===== src/rtl/cpu_pkg.sv =====
// Shared types and encodings for the multicycle ARM-subset controller.
package cpu_pkg;

  typedef enum logic [3:0] {
    StFetch,
    StDecode,
    StMemAdr,
    StMemRead,
    StMemWb,
    StMemWrite,
    StExecuteR,
    StExecuteI,
    StAluWb,
    StBranch
  } state_e;

  localparam logic [1:0] AluAdd = 2'b00;
  localparam logic [1:0] AluSub = 2'b01;
  localparam logic [1:0] AluAnd = 2'b10;
  localparam logic [1:0] AluOrr = 2'b11;

  localparam logic [1:0] OpDp     = 2'b00;
  localparam logic [1:0] OpMem    = 2'b01;
  localparam logic [1:0] OpBranch = 2'b10;
  localparam logic [1:0] OpNop    = 2'b11;

  localparam logic [3:0] CmdAnd = 4'b0000;
  localparam logic [3:0] CmdSub = 4'b0010;
  localparam logic [3:0] CmdAdd = 4'b0100;
  localparam logic [3:0] CmdCmp = 4'b1010;
  localparam logic [3:0] CmdOrr = 4'b1100;

  localparam logic [3:0] CondEq = 4'b0000;
  localparam logic [3:0] CondNe = 4'b0001;
  localparam logic [3:0] CondCs = 4'b0010;
  localparam logic [3:0] CondCc = 4'b0011;
  localparam logic [3:0] CondMi = 4'b0100;
  localparam logic [3:0] CondPl = 4'b0101;
  localparam logic [3:0] CondVs = 4'b0110;
  localparam logic [3:0] CondVc = 4'b0111;
  localparam logic [3:0] CondHi = 4'b1000;
  localparam logic [3:0] CondLs = 4'b1001;
  localparam logic [3:0] CondGe = 4'b1010;
  localparam logic [3:0] CondLt = 4'b1011;
  localparam logic [3:0] CondGt = 4'b1100;
  localparam logic [3:0] CondLe = 4'b1101;
  localparam logic [3:0] CondAl = 4'b1110;

endpackage


===== src/rtl/cond_unit.sv =====
// Stored NZCV flags and condition-code evaluation against them.
module cond_unit
  import cpu_pkg::*;
(
  input  logic       clk_i,
  input  logic       rst_ni,
  input  logic [3:0] cond_i,
  input  logic [3:0] alu_flags_i,
  input  logic [1:0] flag_write_i,
  output logic       cond_ex_o
);

  logic [3:0] flags_q, flags_d;
  logic       n, z, c, v;

  assign {n, z, c, v} = flags_q;

  // Evaluated from the registered flags, so a same-cycle update is not seen.
  always_comb begin
    cond_ex_o = 1'b0;
    unique case (cond_i)
      CondEq:  cond_ex_o = z;
      CondNe:  cond_ex_o = ~z;
      CondCs:  cond_ex_o = c;
      CondCc:  cond_ex_o = ~c;
      CondMi:  cond_ex_o = n;
      CondPl:  cond_ex_o = ~n;
      CondVs:  cond_ex_o = v;
      CondVc:  cond_ex_o = ~v;
      CondHi:  cond_ex_o = c & ~z;
      CondLs:  cond_ex_o = ~(c & ~z);
      CondGe:  cond_ex_o = (n == v);
      CondLt:  cond_ex_o = (n != v);
      CondGt:  cond_ex_o = ~z & (n == v);
      CondLe:  cond_ex_o = ~(~z & (n == v));
      CondAl:  cond_ex_o = 1'b1;
      default: cond_ex_o = 1'b0;
    endcase
  end

  always_comb begin
    flags_d = flags_q;
    if (flag_write_i[1]) flags_d[3:2] = alu_flags_i[3:2];
    if (flag_write_i[0]) flags_d[1:0] = alu_flags_i[1:0];
  end

  always_ff @(posedge clk_i or negedge rst_ni) begin
    if (!rst_ni) flags_q <= '0;
    else         flags_q <= flags_d;
  end

endmodule


===== src/rtl/multicycle_controller.sv =====
// Multicycle ARM-subset control FSM; datapath controls decoded from state and Instr.
module multicycle_controller
  import cpu_pkg::*;
(
  input  logic        clk,
  input  logic        reset,
  input  logic [31:0] Instr,
  input  logic [3:0]  ALUFlags,
  input  logic        MemReady,
  output logic        PCWrite,
  output logic        IRWrite,
  output logic        RegWrite,
  output logic        MemWrite,
  output logic        AdrSrc,
  output logic        ALUSrcA,
  output logic [1:0]  ALUSrcB,
  output logic [1:0]  ResultSrc,
  output logic [1:0]  ImmSrc,
  output logic [1:0]  RegSrc,
  output logic [1:0]  ALUControl
);

  state_e     state_q, state_d;
  logic [1:0] op;
  logic [3:0] cmd;
  logic       s_bit;
  logic       cond_ex;
  logic [1:0] dp_alu;
  logic       no_write;
  logic       cv_cmd;
  logic       is_exec;
  logic [1:0] flag_write;
  logic       pc_w, ir_w, reg_w, mem_w;
  logic       unused_instr;

  assign op           = Instr[27:26];
  assign cmd          = Instr[24:21];
  assign s_bit        = Instr[20];
  assign unused_instr = ^Instr[19:0];

  always_comb begin
    dp_alu   = AluAdd;
    no_write = 1'b0;
    cv_cmd   = 1'b0;
    unique case (cmd)
      CmdAdd:  begin dp_alu = AluAdd; cv_cmd = 1'b1; end
      CmdSub:  begin dp_alu = AluSub; cv_cmd = 1'b1; end
      CmdAnd:  dp_alu = AluAnd;
      CmdOrr:  dp_alu = AluOrr;
      CmdCmp:  begin dp_alu = AluSub; cv_cmd = 1'b1; no_write = 1'b1; end
      default: begin dp_alu = AluAdd; no_write = 1'b1; end
    endcase
  end

  assign is_exec    = (state_q == StExecuteR) || (state_q == StExecuteI);
  assign flag_write = {is_exec & s_bit & cond_ex, is_exec & s_bit & cond_ex & cv_cmd};

  cond_unit u_cond (
    .clk_i        (clk),
    .rst_ni       (reset),
    .cond_i       (Instr[31:28]),
    .alu_flags_i  (ALUFlags),
    .flag_write_i (flag_write),
    .cond_ex_o    (cond_ex)
  );

  always_comb begin
    state_d    = state_q;
    pc_w       = 1'b0;
    ir_w       = 1'b0;
    reg_w      = 1'b0;
    mem_w      = 1'b0;
    AdrSrc     = 1'b0;
    ALUSrcA    = 1'b0;
    ALUSrcB    = 2'b00;
    ResultSrc  = 2'b00;
    ALUControl = AluAdd;
    unique case (state_q)
      StFetch: begin
        ALUSrcA   = 1'b1;
        ALUSrcB   = 2'b10;
        ResultSrc = 2'b10;
        pc_w      = MemReady;
        ir_w      = MemReady;
        if (MemReady) state_d = StDecode;
      end
      StDecode: begin
        ALUSrcA   = 1'b1;
        ALUSrcB   = 2'b10;
        ResultSrc = 2'b10;
        unique case (op)
          OpMem:    state_d = StMemAdr;
          OpDp:     state_d = Instr[25] ? StExecuteI : StExecuteR;
          OpBranch: state_d = StBranch;
          OpNop:    state_d = StFetch;
          default:  state_d = StFetch;
        endcase
      end
      StMemAdr: begin
        ALUSrcB = 2'b01;
        state_d = s_bit ? StMemRead : StMemWrite;
      end
      StMemRead: begin
        AdrSrc = 1'b1;
        if (MemReady) state_d = StMemWb;
      end
      StMemWb: begin
        ResultSrc = 2'b01;
        reg_w     = cond_ex;
        state_d   = StFetch;
      end
      StMemWrite: begin
        AdrSrc = 1'b1;
        mem_w  = cond_ex;
        if (MemReady) state_d = StFetch;
      end
      StExecuteR: begin
        ALUControl = dp_alu;
        state_d    = StAluWb;
      end
      StExecuteI: begin
        ALUSrcB    = 2'b01;
        ALUControl = dp_alu;
        state_d    = StAluWb;
      end
      StAluWb: begin
        reg_w   = cond_ex & ~no_write;
        state_d = StFetch;
      end
      StBranch: begin
        ALUSrcB   = 2'b01;
        ResultSrc = 2'b10;
        pc_w      = cond_ex;
        state_d   = StFetch;
      end
      default: state_d = StFetch;
    endcase
  end

  // Write strobes are masked by reset so an aborted access never commits.
  assign PCWrite  = pc_w & reset;
  assign IRWrite  = ir_w & reset;
  assign RegWrite = reg_w & reset;
  assign MemWrite = mem_w & reset;

  assign ImmSrc = op;
  assign RegSrc = {(op == OpMem) & ~s_bit, op == OpBranch};

  always_ff @(posedge clk or negedge reset) begin
    if (!reset) state_q <= StFetch;
    else        state_q <= state_d;
  end

endmodule


===== config.mk =====
export PLATFORM = sky130hd
export DESIGN_NAME = multicycle_controller
export DESIGN_NICKNAME = d
export VERILOG_FILES = /design/src/rtl/cpu_pkg.sv /design/src/rtl/cond_unit.sv /design/src/rtl/multicycle_controller.sv
export SDC_FILE = /design/constraint.sdc
export NUM_CORES = 1
export LEC_CHECK = 0
export CAP_MARGIN = 20
export CORE_UTILIZATION = 37
export DETAILED_ROUTE_END_ITERATION = 12
export GPL_TIMING_DRIVEN = 0
export PLACE_DENSITY = 0.81
export REMOVE_ABC_BUFFERS = 1
export SLEW_MARGIN = 20
export SYNTH_ARGS = -nofsm -noshare
export SYNTH_HDL_FRONTEND = slang
export SYNTH_HIERARCHICAL = 1
export SYNTH_SLANG_ARGS = --single-unit
export TNS_END_PERCENT = 100

===== constraint.sdc =====
create_clock -name clk -period 3 [get_ports clk]
set_input_delay 0.3 -clock clk [delete_from_list [all_inputs] [get_ports clk]]
set_output_delay 0.3 -clock clk [all_outputs]
set_load 0.01 [all_outputs]

==> impl_metrics.prom, run 1 <==
# TYPE chip_impl_metric gauge
chip_impl_metric{name="finish.cell_count_without_fillers",unit=""} 166
chip_impl_metric{name="design.die.area",unit="µm²"} 2583
chip_impl_info{name="timing.critical_path.cells",value="or4_4, o221ai_2, nor3_1, o221ai_2, nand2_1, nor3_1, clkdlybuf4s50_1"} 1
chip_impl_info{name="synth.top_cells.by_area",value="sky130_fd_sc_hd__dfrtp_1, sky130_fd_sc_hd__a21oi_1, sky130_fd_sc_hd__mux2_2"} 1
chip_impl_info{name="clock_tree.root_cell",value="sky130_fd_sc_hd__clkbuf_4"} 1
chip_impl_metric{name="path_clk_slew",unit="ns"} 0.05
chip_impl_metric{name="post_synth.cell_area_avg",unit="µm²"} 7.947
chip_impl_metric{name="synth_mux_area_share",unit="%"} 5.106
chip_impl_info{name="synth_largest_area_cell",value="sky130_fd_sc_hd__dfrtp_1"} 1
chip_impl_metric{name="total_number_of_vias",unit=""} 943
chip_impl_metric{name="maxClockFrequency",unit="MHz"} 358.1
chip_impl_metric{name="net-switching-power",unit="µW"} 350.2
chip_impl_metric{name="grt_pass1_wl",unit="µm"} 3974
chip_impl_metric{name="grtUsageTotal",unit="%"} 20.06
chip_impl_metric{name="combinationalPowerShare",unit="%"} 56.3
chip_impl_info{name="end_kind",value="primary output"} 1
chip_impl_metric{name="power_switching_share",unit="%"} 43.35
chip_impl_metric{name="drtIter0Drc",unit=""} 23
chip_impl_metric{name="synthesized_area_fraction_occupied_by_xor_and_xnor_cells",unit="%"} 4.965
chip_impl_metric{name="core",unit="µm²"} 2233
chip_impl_metric{name="synth_top_area_share",unit="%"} 22.70
chip_impl_metric{name="drc_errors",unit=""} 0
chip_impl_metric{name="avgViaCountPerCell",unit=""} 5.681
chip_impl_metric{name="synth_compound_gate_area_share",unit="%"} 23.26
chip_impl_metric{name="synth_fa_ha_area_share",unit="%"} 0
chip_impl_metric{name="ff_latch_area",unit="µm²"} 200.2
chip_impl_metric{name="route.detailed.wl_per_inst",unit="µm"} 13.73
chip_impl_metric{name="worst_slew_margin_relative_to_its_limit",unit="%"} 63.14
chip_impl_metric{name="antenna-diode-count",unit=""} 0
chip_impl_metric{name="grt_start_max_net_pins",unit=""} 19
chip_impl_metric{name="dpl.hpwl",unit="µm"} 1610
chip_impl_metric{name="overflow",unit=""} 0
chip_impl_metric{name="drt_wl_total",unit="µm"} 2279
chip_impl_metric{name="worstSkewPairLatency",unit="ns"} 0.25
chip_impl_metric{name="max_slew.worst_pin.slew",unit="ns"} 0.5529
chip_impl_metric{name="synthSimpleGateAreaFrac",unit="%"} 34.33
chip_impl_metric{name="ys_async_sr_fraction",unit="%"} 100.0
chip_impl_metric{name="critPathRequiredTime",unit="ns"} 2.70
chip_impl_metric{name="synth_register_bits",unit=""} 8
chip_impl_metric{name="fillers",unit=""} 216
chip_impl_metric{name="cts_inserted_buffers",unit=""} 3
chip_impl_metric{name="maxSlewViolCount",unit=""} 0
chip_impl_info{name="outcome",value="completed"} 1
chip_impl_metric{name="clock_tree.buffer_depth",unit=""} 2
chip_impl_info{name="type_of_the_most_critical_hold_path",value="primary input to async pin"} 1
chip_impl_metric{name="irDropWorstVdd",unit="mV"} 0.5556
chip_impl_metric{name="die_width",unit="µm"} 50.83
chip_impl_metric{name="layout_worst_path_cycle_share",unit="%"} 93.09
chip_impl_metric{name="syn-cell-area",unit="µm²"} 882.1
chip_impl_metric{name="ys_seq_area_share",unit="%"} 22.70
chip_impl_info{name="synth_top_family_by_area",value="simple AND/OR/NAND/NOR gates"} 1
chip_impl_metric{name="crit_path_max_incr_delay",unit="ns"} 0.56
chip_impl_metric{name="cts_max_level",unit=""} 1
chip_impl_metric{name="detail-route-antenna-nets",unit=""} 0
chip_impl_metric{name="hold_viol",unit=""} 0
chip_impl_metric{name="dp_slack",unit="ns"} -0.3698
chip_impl_info{name="setup.worst_path.start_class",value="flop"} 1
chip_impl_info{name="yosys_most_used_dff",value="sky130_fd_sc_hd__dfrtp_1"} 1
chip_impl_metric{name="fp.dieH",unit="µm"} 50.83
chip_impl_metric{name="final_setup_slack_of_the_worst_path",unit="ns"} 0.2072
chip_impl_info{name="crit_type",value="flop to primary output"} 1
chip_impl_metric{name="fin_crit",unit="ns"} 2.793
chip_impl_metric{name="finalClockSkew",unit="ns"} 0.002207
chip_impl_info{name="synth_top_cells_by_count",value="sky130_fd_sc_hd__a21oi_1, sky130_fd_sc_hd__dfrtp_1, sky130_fd_sc_hd__nor3_1"} 1
chip_impl_metric{name="globalplace.congestion",unit=""} 0.8133
chip_impl_info{name="crit_path_top_delay_cell",value="sky130_fd_sc_hd__clkdlybuf4s50_1"} 1
chip_impl_metric{name="buffers_added_on_ports",unit=""} 34
chip_impl_metric{name="placed_area",unit="µm²"} 1195
chip_impl_metric{name="drt_pass1_iterations",unit=""} 4
chip_impl_metric{name="worstPathBufferInverterCount",unit=""} 1
chip_impl_metric{name="design.final.nets",unit=""} 179
chip_impl_metric{name="clock-sinks",unit=""} 8
chip_impl_metric{name="drive_gt1_share",unit="%"} 10.14
chip_impl_metric{name="worst-path-max-fanout",unit=""} 5
chip_impl_metric{name="critical_path_arrival",unit="ns"} 2.49
chip_impl_metric{name="initial_util",unit="%"} 39.50
chip_impl_metric{name="placed_cells",unit=""} 163
chip_impl_metric{name="grt_pass1_vias",unit=""} 934
chip_impl_metric{name="area.growth.synth_to_final",unit="%"} 36.88
chip_impl_metric{name="ioPinCount",unit=""} 55
chip_impl_metric{name="seq_power_share",unit="%"} 33.9
chip_impl_metric{name="multi_input_area",unit="µm²"} 596.8
chip_impl_metric{name="clock_power_share",unit="%"} 9.8
chip_impl_metric{name="synth_edf_count",unit=""} 0
chip_impl_metric{name="p_leak",unit="µW"} 0.0004796
chip_impl_metric{name="pwr_density_cell",unit="nW/µm²"} 669.1
chip_impl_info{name="critical-path-top-delay-family",value="simple AND/OR/NAND/NOR gates"} 1
chip_impl_metric{name="p_int",unit="µW"} 457.7
chip_impl_metric{name="drv.max_cap_violation_count",unit=""} 0
chip_impl_metric{name="setup_violating_endpoint_count_in_the_final_report",unit=""} 0
chip_impl_metric{name="floorplan.rows",unit=""} 17
chip_impl_info{name="grt_setup_unrepaired",value="no"} 1
chip_impl_metric{name="layout.cell_area.non_filler",unit="µm²"} 1207
chip_impl_metric{name="synthesis.instances",unit=""} 111
chip_impl_info{name="synth_most_common_cell",value="sky130_fd_sc_hd__a21oi_1"} 1
chip_impl_metric{name="post_synth_num_cell_types",unit=""} 40
chip_impl_info{name="cts_tree",value="done"} 1
chip_impl_metric{name="post_cts.repair.setup_buffers",unit=""} 0
chip_impl_metric{name="synthesis.yosys.warnings",unit=""} 6
chip_impl_metric{name="total_power",unit="µW"} 807.9
chip_impl_metric{name="grt_antenna_before_repair",unit=""} 0
-- worst register-to-register path, delay by kind of cell, from the launching register on --
family / cells / cell delay (ns)
AO/OA/AOI/OAI: 2 / 0.38
flip-flops: 1 / 0.43
multiplexers: 1 / 0.40
AND/OR/NAND/NOR: 4 / 1.20
-- registers in the layout (all words and copies together), names as in the netlist --
register / flops
state_q: 4
u_cond/flags_q: 4
-- routing by layer --
metal  global-route usage (%)  up-vias  wire [µm]
li1                         -      457          -
met1                    22.89      438       1001
met2                    36.67       43       1079
met3                    4.762        5        173
met4                    6.019        0         25
met5                        0        -          0
-- power groups by stage --
stage               registers (µW)  logic (µW)  clock network [µW]
floorplan                      241         275                   0
global route                   285         500                86.5
CTS                            271         457                82.2
finish                         274         454                79.4
global placement               268         444                   0
detailed placement             272         453                   0
-- area by class of cell --
type                       instances  share of cell area (%)
inverter                           6                   1.865
tap                               28                   2.902
timing repair buffer              34                   27.36
sequential                         8                   16.58
clock buffer                       3                   1.865
multi-input combinational         87                   49.43
-- kinds of logic (layout without fill, tap and decap cells) --
| family | count (synthesis) | count (layout) |
|---|---|---|
| xor+xnor | 5 | 5 |
| compound gates | 28 | 28 |
| buf+inv | 16 | 43 |
| mux | 4 | 4 |
| flops | 8 | 8 |
| simple gates | 50 | 50 |
-- cells in the final DEF, fill, tap and decap left out, types with 3 or more instances in the layout --
master and count:
sky130_fd_sc_hd__a21oi_1 9, sky130_fd_sc_hd__clkbuf_4 3, sky130_fd_sc_hd__clkdlybuf4s50_1 29, sky130_fd_sc_hd__dfrtp_1 8
sky130_fd_sc_hd__inv_1 6, sky130_fd_sc_hd__mux2_2 4, sky130_fd_sc_hd__nand2_1 6, sky130_fd_sc_hd__nand2b_1 6
sky130_fd_sc_hd__nand3b_1 5, sky130_fd_sc_hd__nor2_1 6, sky130_fd_sc_hd__nor2b_1 5, sky130_fd_sc_hd__nor3_1 7
sky130_fd_sc_hd__nor4_1 4, sky130_fd_sc_hd__o21ai_0 3, sky130_fd_sc_hd__xnor2_1 3
-- final timing paths --
check / from / endpoint / slack (ns) / depth (start not counted)
max in group asynchronous: reset / state_q[0]$_DFFE_PN0P_ / 2.33 / 1
hold / removal: reset / state_q[3]$_DFFE_PN0P_ / 0.36 / 1
setup reg to reg: u_cond/flags_q[2]$_DFFE_PN0P_ / u_cond/flags_q[0]$_DFFE_PN0P_ / 0.48 / 7
setup / recovery: u_cond/flags_q[2]$_DFFE_PN0P_ / MemWrite / 0.21 / 7
min in group clk: u_cond/flags_q[2]$_DFFE_PN0P_ / u_cond/flags_q[2]$_DFFE_PN0P_ / 0.63 / 1
hold reg to reg: u_cond/flags_q[2]$_DFFE_PN0P_ / u_cond/flags_q[2]$_DFFE_PN0P_ / 0.63 / 1
-- through the flow --
| stage | utilization, % | setup TNS [ns] | hold WS (ns) |
|---|---|---|---|
| after floorplan | - | 0 | 0.004409 |
| after global placement | 53.50 | -0.5465 | 0.5981 |
| after detailed placement | 53.50 | -0.8128 | 0.6176 |
| after CTS | 54.29 | 0 | 0.3744 |
| after global routing | 54.06 | 0 | 0.3970 |
| final | 54.06 | 0 | 0.3625 |
-- what timing repair did --
item                                    in CTS  in global routing
gates resized for setup                      4                  5
endpoints found under the setup margin       3                  1
hold buffers                                 0                  0
endpoints found under the hold margin        0                  0
pin swaps                                    0                  1
Note: power is estimated with default switching activity, not from simulation.
==> run 2, diff against run 1 <==
- TNS_END_PERCENT: 100 -> 20
==> results of run 2 <==
No change in the layout: final DEF, timing and power equal those of run 1.
